<file path="src/rtl/nap_tx_arbiter_pkg.sv">
// Shared types and limits for the NAP tx arbiter: arbitration mode encoding
// and the supported requester-count range.
package nap_tx_arbiter_pkg;

  typedef enum logic [0:0] {
    ARB_RR    = 1'b0,
    ARB_FIXED = 1'b1
  } arb_mode_t;

  localparam int NUM_REQ_MIN = 32'sd2;
  localparam int NUM_REQ_MAX = 32'sd16;

  // Map the integer ARB_MODE parameter onto the enum; anything but 1 is round-robin.
  function automatic arb_mode_t mode_from_int(input int mode);
    return (mode == 32'sd1) ? ARB_FIXED : ARB_RR;
  endfunction

endpackage

</file>
<file path="src/rtl/nap_tx_arbiter_if.sv">
// NAP data-stream bundle: the arbiter drives data/addr/valid, the NAP returns ready.
interface nap_tx_arbiter_if #(
  parameter int DATA_W = 8,
  parameter int ADDR_W = 4
);
  logic [DATA_W-1:0] data;
  logic [ADDR_W-1:0] addr;
  logic              valid;
  logic              ready;

  modport tx (output data, output addr, output valid, input ready);
  modport rx (input data, input addr, input valid, output ready);
endinterface

</file>
<file path="src/rtl/nap_tx_arbiter_rr_pick.sv">
// Combinational masked priority picker: scans elig starting one past last_grant
// (round-robin) or from index 0 (fixed), returning the winner as one-hot and index.
module nap_tx_arbiter_rr_pick
  import nap_tx_arbiter_pkg::*;
#(
  parameter int  NUM_REQ = 4,
  localparam int IDX_W   = $clog2(NUM_REQ)
) (
  input  logic [NUM_REQ-1:0] elig,
  input  logic [IDX_W-1:0]   last_grant,
  input  arb_mode_t          mode,
  output logic [NUM_REQ-1:0] onehot,
  output logic [IDX_W-1:0]   index
);

  logic [IDX_W-1:0] base_s;
  logic [IDX_W:0]   sum_s;
  logic [IDX_W-1:0] pos_s;
  logic             hit_s;
  logic             found_s;

  // Wrapped scan from base; the first eligible position wins.
  always_comb begin
    index   = '0;
    found_s = 1'b0;
    sum_s   = '0;
    pos_s   = '0;
    hit_s   = 1'b0;
    base_s  = (mode == ARB_FIXED || last_grant == IDX_W'(NUM_REQ - 1)) ? '0
                                                                        : last_grant + 1'b1;
    for (int k = 0; k < NUM_REQ; k++) begin
      sum_s   = {1'b0, base_s} + (IDX_W + 1)'(k);
      pos_s   = (sum_s >= (IDX_W + 1)'(NUM_REQ)) ? IDX_W'(sum_s - (IDX_W + 1)'(NUM_REQ))
                                                 : sum_s[IDX_W-1:0];
      hit_s   = !found_s && elig[pos_s];
      index   = hit_s ? pos_s : index;
      found_s = found_s || hit_s;
    end
    onehot = found_s ? (NUM_REQ'(1'b1) << index) : '0;
  end

endmodule

</file>
<file path="src/rtl/nap_tx_arbiter.sv">
// Shares one NAP tx port among NUM_REQ requesters through a one-deep registered
// output slice; round-robin or fixed-priority selection.
module nap_tx_arbiter
  import nap_tx_arbiter_pkg::*;
#(
  parameter int  NUM_REQ  = 4,
  parameter int  DATA_W   = 8,
  parameter int  ADDR_W   = 4,
  parameter int  ARB_MODE = 0,
  localparam int IDX_W    = $clog2(NUM_REQ)
) (
  input  logic                      clk,
  input  logic                      resetn,
  input  logic [NUM_REQ-1:0]        cfg_enable,
  input  logic [NUM_REQ-1:0]        req_valid,
  output logic [NUM_REQ-1:0]        req_ready,
  input  logic [NUM_REQ*DATA_W-1:0] req_data,
  input  logic [NUM_REQ*ADDR_W-1:0] req_addr,
  nap_tx_arbiter_if.tx              nap,
  output logic [IDX_W-1:0]          grant_id,
  output logic                      busy
);

  localparam arb_mode_t MODE = mode_from_int(ARB_MODE);

  if (NUM_REQ < NUM_REQ_MIN || NUM_REQ > NUM_REQ_MAX) begin : g_num_req_check
    $error("nap_tx_arbiter: NUM_REQ out of range");
  end

  logic [DATA_W-1:0]  data_arr_s [NUM_REQ];
  logic [ADDR_W-1:0]  addr_arr_s [NUM_REQ];
  logic [NUM_REQ-1:0] elig_s;
  logic [NUM_REQ-1:0] pick_onehot_s;
  logic [IDX_W-1:0]   pick_idx_s;
  logic               free_s;
  logic               load_s;

  logic               valid_d, valid_q;
  logic [DATA_W-1:0]  data_d,  data_q;
  logic [ADDR_W-1:0]  addr_d,  addr_q;
  logic [IDX_W-1:0]   grant_d, grant_q;
  logic [IDX_W-1:0]   last_d,  last_q;

  for (genvar i = 0; i < NUM_REQ; i++) begin : g_unpack
    assign data_arr_s[i] = req_data[i*DATA_W +: DATA_W];
    assign addr_arr_s[i] = req_addr[i*ADDR_W +: ADDR_W];
  end

  nap_tx_arbiter_rr_pick #(.NUM_REQ(NUM_REQ)) u_pick (
    .elig       (elig_s),
    .last_grant (last_q),
    .mode       (MODE),
    .onehot     (pick_onehot_s),
    .index      (pick_idx_s)
  );

  // Slice control: load the winner when the slice is free, drain when nothing is eligible.
  always_comb begin
    elig_s    = req_valid & cfg_enable;
    free_s    = !valid_q || nap.ready;
    load_s    = free_s && (|elig_s);
    // resetn gate keeps req_ready low while the slice is held in reset.
    req_ready = pick_onehot_s & {NUM_REQ{load_s && resetn}};
    valid_d   = valid_q;
    data_d    = data_q;
    addr_d    = addr_q;
    grant_d   = grant_q;
    last_d    = last_q;
    if (load_s) begin
      valid_d = 1'b1;
      data_d  = data_arr_s[pick_idx_s];
      addr_d  = addr_arr_s[pick_idx_s];
      grant_d = pick_idx_s;
      last_d  = pick_idx_s;
    end else if (free_s) begin
      valid_d = 1'b0;
    end else begin
      valid_d = valid_q;
    end
  end

  // Output slice and round-robin pointer registers.
  always_ff @(posedge clk or negedge resetn) begin
    if (!resetn) begin
      valid_q <= 1'b0;
      data_q  <= '0;
      addr_q  <= '0;
      grant_q <= '0;
      last_q  <= IDX_W'(NUM_REQ - 1);
    end else begin
      valid_q <= valid_d;
      data_q  <= data_d;
      addr_q  <= addr_d;
      grant_q <= grant_d;
      last_q  <= last_d;
    end
  end

  assign nap.valid = valid_q;
  assign nap.data  = data_q;
  assign nap.addr  = addr_q;
  assign grant_id  = grant_q;
  assign busy      = valid_q;

endmodule
</file>
<file path="src/flat_wrapper.sv">
// flat-port wrapper written by rule: the top's interface ports become plain ports
module nap_tx_arbiter_flat import nap_tx_arbiter_pkg::*;
#(
  parameter int  NUM_REQ  = 4,
  parameter int  DATA_W   = 8,
  parameter int  ADDR_W   = 4,
  parameter int  ARB_MODE = 0,
  localparam int IDX_W    = $clog2(NUM_REQ)
)
  (clk, resetn, cfg_enable, req_valid, req_ready, req_data, req_addr, grant_id, busy, nap_data, nap_addr, nap_valid, nap_ready);
  nap_tx_arbiter_if #(.DATA_W(DATA_W), .ADDR_W(ADDR_W)) nap_i ();
  input  logic clk;
  input  logic resetn;
  input  logic [NUM_REQ-1:0] cfg_enable;
  input  logic [NUM_REQ-1:0] req_valid;
  output logic [NUM_REQ-1:0] req_ready;
  input  logic [NUM_REQ*DATA_W-1:0] req_data;
  input  logic [NUM_REQ*ADDR_W-1:0] req_addr;
  output logic [IDX_W-1:0] grant_id;
  output logic busy;
  output wire logic [$bits(nap_i.data)-1:0] nap_data;
  output wire logic [$bits(nap_i.addr)-1:0] nap_addr;
  output wire logic [$bits(nap_i.valid)-1:0] nap_valid;
  input wire logic [$bits(nap_i.ready)-1:0] nap_ready;
  assign nap_data = nap_i.data;
  assign nap_addr = nap_i.addr;
  assign nap_valid = nap_i.valid;
  assign nap_i.ready = nap_ready;
  nap_tx_arbiter #(.NUM_REQ(NUM_REQ), .DATA_W(DATA_W), .ADDR_W(ADDR_W), .ARB_MODE(ARB_MODE)) u_core (.clk(clk), .resetn(resetn), .cfg_enable(cfg_enable), .req_valid(req_valid), .req_ready(req_ready), .req_data(req_data), .req_addr(req_addr), .nap(nap_i), .grant_id(grant_id), .busy(busy));
endmodule
</file>
<file path="config.mk">
export PLATFORM = sky130hd
export DESIGN_NAME = nap_tx_arbiter_flat
export DESIGN_NICKNAME = d
export VERILOG_FILES = /design/src/rtl/nap_tx_arbiter_pkg.sv /design/src/rtl/nap_tx_arbiter_if.sv /design/src/rtl/nap_tx_arbiter_rr_pick.sv /design/src/rtl/nap_tx_arbiter.sv /design/src/flat_wrapper.sv
export SDC_FILE = /design/constraint.sdc
export NUM_CORES = 1
export LEC_CHECK = 0
export BUFFER_PORTS_ARGS = -buffer_cell sky130_fd_sc_hd__clkbuf_2
export CAP_MARGIN = 20
export CORE_ASPECT_RATIO = 1.75
export CORE_UTILIZATION = 35
export CTS_BUF_LIST = sky130_fd_sc_hd__clkbuf_8 sky130_fd_sc_hd__clkbuf_16
export CTS_CLUSTER_DIAMETER = 30
export DETAILED_ROUTE_END_ITERATION = 7
export PLACE_DENSITY = 0.66
export SLEW_MARGIN = 20
export SYNTH_ARGS = -nofsm -noshare
export SYNTH_HDL_FRONTEND = slang
export SYNTH_HIERARCHICAL = 1
export SYNTH_SLANG_ARGS = --single-unit
</file>
<file path="constraint.sdc">
create_clock -name clk -period 3.7 [get_ports clk]
set_input_delay 0.37 -clock clk [delete_from_list [all_inputs] [get_ports clk]]
set_output_delay 0.37 -clock clk [all_outputs]
set_load 0.01 [all_outputs]
</file>
; ---- Word-level counts from Yosys, hierarchy flattened
; Index checks and enable logic that the tools add are counted.
[totals]
ff_bits = 17
elab_cells = 68
in_bits = 59
out_inout_bits = 20
[classes]
addsub = 8
n_reduce_logical = 15
n_lt_le_gt_ge = 9
n_mux = 26
n_eq_ne = 1
bitwise = 3
shift = 1
[op_table]
columns = cell, count
row1 = $mux 2, 9
row2 = $bmux 8 s2, 1
row3 = $mux 8, 2
row4 = $ge 3x3->1 const B, 4
row5 = $lt 2x3->1 const B, 4
row6 = $mux 4, 3
row7 = $and 4x4->4, 2
row8 = $bmux 1 s2, 4
row9 = $bmux 4 s2, 1
row10 = $sub 2x1->2 const B, 4
row11 = $add 2x2->3 const B, 2
row12 = $mux 1, 6
row13 = $logic_and 1x1->1, 5
row14 = $logic_not 1->1, 4
row15 = $logic_or 1x1->1, 4
row16 = $reduce_or 4->1, 1
row17 = $shl 1x2->4 const A, 1
row18 = $add 2x1->3 const B, 1
row19 = $ge 2x3->1 const B, 1
row20 = $not 2->3, 1
row21 = $add 2x1->2 const B, 1
row22 = $eq 2x2->1 const B, 1
row23 = $reduce_bool 2->1, 1

; ---- Longest topological paths before layout
[depth]
ltp_word = 19
depth_mapped = 11
mapped_depth_nobuf = 9

; ---- Cells and area by module
; The synthesis kept the hierarchy.
[by_module_without_submodules]
columns = mod, cells_per_inst, instances, area_each_um2, seq_area_each_um2
row1 = nap_tx_arbiter, 66, 1, 1061.0, 427.9
row2 = nap_tx_arbiter_rr_pick, 43, 1, 312.8, 0.0

; ---- Worst setup path after synthesis
; OpenSTA, ideal clock, no wires.
[synth_path]
path_type = reg-to-reg
startpoint = reg u_core.last_q[0]
endpoint = reg u_core.addr_q[2] (netlist: u_core/nap.addr[2])
period_less_slack_ps = 3014
stages_incl_launch_ff = 12
arrival_time_ps = 2889
setup_time_ps = 125
t_required_ps = 3575
slack_ps = 686
path_cell_list = dfstp_2 > ha_1 > buf_6 > nor3b_4 > or4_1 > a21boi_2 > o32ai_4 > inv_1 > buf_6 > buf_12 > mux4_2 > mux2_4
[synth_between]
elab_chain_len = 19
[synth_rtl]
columns = element, line_no
row1 = from (decl), nap_tx_arbiter.sv:42  ; logic [IDX_W-1:0] last_d, last_q;
row2 = from (signal assigned), nap_tx_arbiter.sv:89  ; last_q <= IDX_W'(NUM_REQ - 1);
row3 = from (signal assigned), nap_tx_arbiter.sv:95  ; last_q <= last_d;
row4 = $add 2x1->2 or $eq 2x2->1 (tied branches), "nap_tx_arbiter_rr_pick.sv:30, nap_tx_arbiter_rr_pick.sv:29"
row5 = $mux 2 (*), nap_tx_arbiter_rr_pick.sv:29  ; base_s = (mode == ARB_FIXED || last_grant == IDX_W'(NUM_REQ - 1)) ? '0
row6 = $add 2x1->3 (tied with other cells), nap_tx_arbiter_rr_pick.sv:32  ; sum_s = {1'b0, base_s} + (IDX_W + 1)'(k);
row7 = $ge 3x3->1 (tied with other cells), nap_tx_arbiter_rr_pick.sv:33  ; pos_s = (sum_s >= (IDX_W + 1)'(NUM_REQ)) ? IDX_W'(sum_s - (IDX_W + 1)'(NUM_REQ))
row8 = $mux 2 or $bmux 1 s2 (tied branches), "nap_tx_arbiter_rr_pick.sv:33, nap_tx_arbiter_rr_pick.sv:35"
row9 = $bmux 1 s2 or $mux 1 (tied branches), nap_tx_arbiter_rr_pick.sv:35  ; hit_s = !found_s && elig[pos_s];
row10 = $mux 1 (implied by the code) or $logic_not 1->1 (tied branches), nap_tx_arbiter_rr_pick.sv:35
row11 = $logic_and 1x1->1, nap_tx_arbiter_rr_pick.sv:35
row12 = [... 3 more ...], --
row13 = $logic_or 1x1->1, nap_tx_arbiter_rr_pick.sv:37  ; found_s = found_s || hit_s;
row14 = $logic_not 1->1, nap_tx_arbiter_rr_pick.sv:35
row15 = $logic_and 1x1->1, nap_tx_arbiter_rr_pick.sv:35
row16 = $mux 2 (*), nap_tx_arbiter_rr_pick.sv:36  ; index = hit_s ? pos_s : index;
row17 = named net u_core.pick_idx_s[0], nap_tx_arbiter.sv:34  ; logic [IDX_W-1:0] pick_idx_s;
row18 = $not 2->3 (implied by the code) (*), nap_tx_arbiter.sv:72  ; addr_d = addr_arr_s[pick_idx_s];
row19 = $bmux 4 s2 (*), nap_tx_arbiter.sv:72
row20 = $mux 4 (implied by the code) (*) (2 in a row), nap_tx_arbiter.sv:72
row21 = to (signal assigned), nap_tx_arbiter.sv:93  ; addr_q <= addr_d;
row22 = to (decl), nap_tx_arbiter.sv:40  ; logic [ADDR_W-1:0] addr_d, addr_q;
; Mark *: on every way through the listed nets, which the timed path passes. The rest lies on a longest branch. The select of a mux whose other input is x is not followed.
; A chain may end at the register's enable or synchronous reset.

; ---- Worst setup path in the final report
[layout_path]
startpoint = reg u_core.last_q[0]
endpoint = reg u_core.addr_q[3] (netlist: u_core/nap.addr[3])
; Same word-level chain as after synthesis.

==> summary.md <==
| Metric | Value |
|---|---|
| Area Overhead vs Synth | 33.9% |
| VDD IR max | 366 uV |
| CTS tree | built |
| Worst path bufs/invs | 2 |
| First-pass GRT wire length | 5.40 mm |
| Nets | 251 |
| Worst min-delay path category | in -> async |
| Fin crit period | between 3000 and 4000 ps |
| Commonest non-fill, non-tap cell in the layout | clkbuf_2 |
| Count of different cell masters after synthesis | 44 |
| Pin count of the biggest net entering global routing | 22 |
| Die Area | 4190 sq um |
| Synth Warn # | 6 |
| Final instance area | 1840 sq um |
| Die Height | 84.9 um |
| PostCTS Resize Cnt | 0 |
| Post-DP HPWL | 2.79 mm |
| Critical path endpoint | u_core/nap.addr[3] |
| Post-synthesis register bit count | 17 |
| CTS clk-pin slew, worst paths | 60 ps |
| Max stage delay on crit path | 620 ps |
| CTS buffer count | 3 |
| Arr. time, crit path | roughly 3300 ps |
| Clock Path Buffers | 2 |
| Port Buffers | slightly below 80 |
| Detail Route Antenna Nets | 0 |
| Most frequent cells in the layout | clkbuf_2, dfrtp_1, mux4_2, mux2_4, mux2_2 |
| Slew Limit Fails | 0 |
| Synth Flop Type | dfrtp_1 |
| Hold_ws | 58.7 ps |
| Worst setup EP type | flip-flop |
| Worst r2r src | u_core/last_q[0] |
| Area after DPL | 1790 sq um |
| Worst EP required | 3830 ps |
| CTS Root Cell | clkbuf_8 |
| Seq/Total Area, Yosys | 0.311 |
| Setup TNS | 0 ps |
| Drt drc | 0 |
| Worst-Margin Slew | 527 ps |
| Post-synth top area share | 0.273 |
| Max-cap violations | 0 |
| Post-synth EDFFs | 0 |
| Syn avg cell area | ~13 sq um |
| Critical path's top delay family | multiplexers |
| CP Launch Point | u_core/last_q[0] |
| Max-slew headroom | 0.648 |
| Area of the core region | 3700 sq um |
| Crit start category | flip-flop |
| Leak | 0.932 nW |
| Via Count | 1206 |
| Final hold violation count | 0 |
| Routed WL per cell | approximately 14 um |
| Top post-synthesis cells by area | dfrtp_1, mux4_2, mux2_4 |
| Vias in the first global route | 1232 |
| Post-layout util | 0.497 |
| Initial antenna violation count | 0 |
| Critical path depth | 9 |
| Cell area power density | between 500 and 600 nW/um^2 |
| R2R Path End | u_core/nap.addr[3] |
| GPL Wtd Cong | 0.950 |
| # hold bufs at CTS | 0 |
| Ant diodes | 0 |
| DRT Pass-1 Iters | 3 |
| Worst-path fanout max | 14 |
| Fmax | 312 MHz |
| Critical path class | reg -> reg |
| Worst R2R Path Depth | 9 |
| Core Rows | 29 |
| CTS Sinks | 17 |
| Initial core utilization | 0.371 |
| Setup violators final | 0 |
| Worst-path cell chain | ha_1, nor3b_4, or4_1, a21boi_2, o32ai_4, inv_1, buf_4, mux4_1, mux2_2 |
| Skew-Pair Late Insertion Delay | about 250 ps |
| Crit share post-route | 0.867 |
| Initial DRC Count | 16 |
| GRT Total Usage | 0.171 |
| Syn Inst Count | 109 |
| Vias/cell | 5.11 |
| Synth async-reset ratio | 1.00 |
| Slowest-stage cell, CP | dfstp_2 |
| I/O pin count | 79 |
| H-tree depth | 1 |
| Fraction of layout cells with a size suffix above 1 | 0.600 |
| Synth Cell Area | 1370 sq um |
| Skew final | ~0.47 ps |
| WL final | 3.29 mm |
| Leading area contributor after synthesis | dfrtp_1 |
| Die X-Extent | between 40 and 50 um |
| GR Overflow Total | 0 |
| Postcts setup bufs | 0 |
| Status | finished clean |
| RSZ-0062 raised after global routing | false |
| R2R Setup Slk | about 500 ps |
power breakdown:
group | internal [W] | switching [W] | leakage [nW]
Clock | 0.0000735 | 0.0000595 | 0.0269
Sequential | 0.000279 | 0.0000603 | 0.196
Combinational | 0.000359 | 0.000269 | 0.710
Total | 0.000712 | 0.000389 | 0.932
cell families after synthesis:
family / synth area share
buffers and inverters: 0.0601
DFF: 0.311
other: 0.00273
adders and majority gates: 0.00911
and+or+nand+nor: 0.166
muxes: 0.368
AOI/OAI and AO/OA: 0.0829
worst register-to-register path, stage by stage (launching register included):
cell and delay [ps]:
dfstp_2 620, ha_1 340, nor3b_4 200, or4_1 420, a21boi_2 190, o32ai_4 120
inv_1 80, buf_4 250, mux4_1 590, mux2_2 280
flip-flops by register name, summed over array words and instances, names as in the netlist:
signal / count
u_core/grant_id: 2
u_core/busy: 1
u_core/last_q: 2
u_core/nap.addr: 4
u_core/nap.data: 8
cell type report:
cell class,count,area [sq um]
inverter,4,15.0
fill,381,1860
timing repair buffer,80,405
sequential,17,428
tap,46,57.6
clock inverter,1,3.75
multi-input combinational,85,888
clock buffer,3,41.3
layer usage:
metal	vias to the layer above	track usage	routed length [um]
met4	0	0.110	120
met2	30	0.318	1900
met3	10	0.0143	98
met5	-	0	0
met1	591	0.177	1170
li1	575	-	-
through the flow:
stage,total power [W],setup WS [ps],instances
4_1_cts,0.00111,485,236
2_1_floorplan,0.000842,686,114
5_1_grt,0.00118,305,236
6_report,0.00110,491,236
3_5_place_dp,0.000977,497,232
3_3_place_gp,0.000966,542,232
synthesized netlist by cell type (all sizes together), types with 2 or more instances:
| cell | instances |
|---|---|
| a2bb2oi | 2 |
| nand4b | 2 |
| nand2b | 2 |
| inv | 4 |
| a21boi | 2 |
| nand2 | 5 |
| buf | 7 |
| dfstp | 2 |
| nor2 | 3 |
| dfrtp | 15 |
| nor2b | 4 |
| nand3 | 2 |
| mux4 | 12 |
| mux2 | 16 |
| and3 | 5 |
| and2 | 2 |
| a31oi | 2 |
| nor3 | 2 |
| o21ai | 3 |
how the worst min path moves through the flow:
| stage | start | endpoint | cells past startpoint |
|---|---|---|---|
| floorplan | resetn | u_core/busy | 0 |
| global placement | resetn | u_core/nap.data[1] | 1 |
| detailed placement | resetn | u_core/nap.data[1] | 1 |
| CTS | resetn | u_core/nap.data[1] | 1 |
| global route | resetn | u_core/nap.data[1] | 1 |
| finish | resetn | u_core/nap.data[1] | 1 |
(Power assumes the default switching activity.)
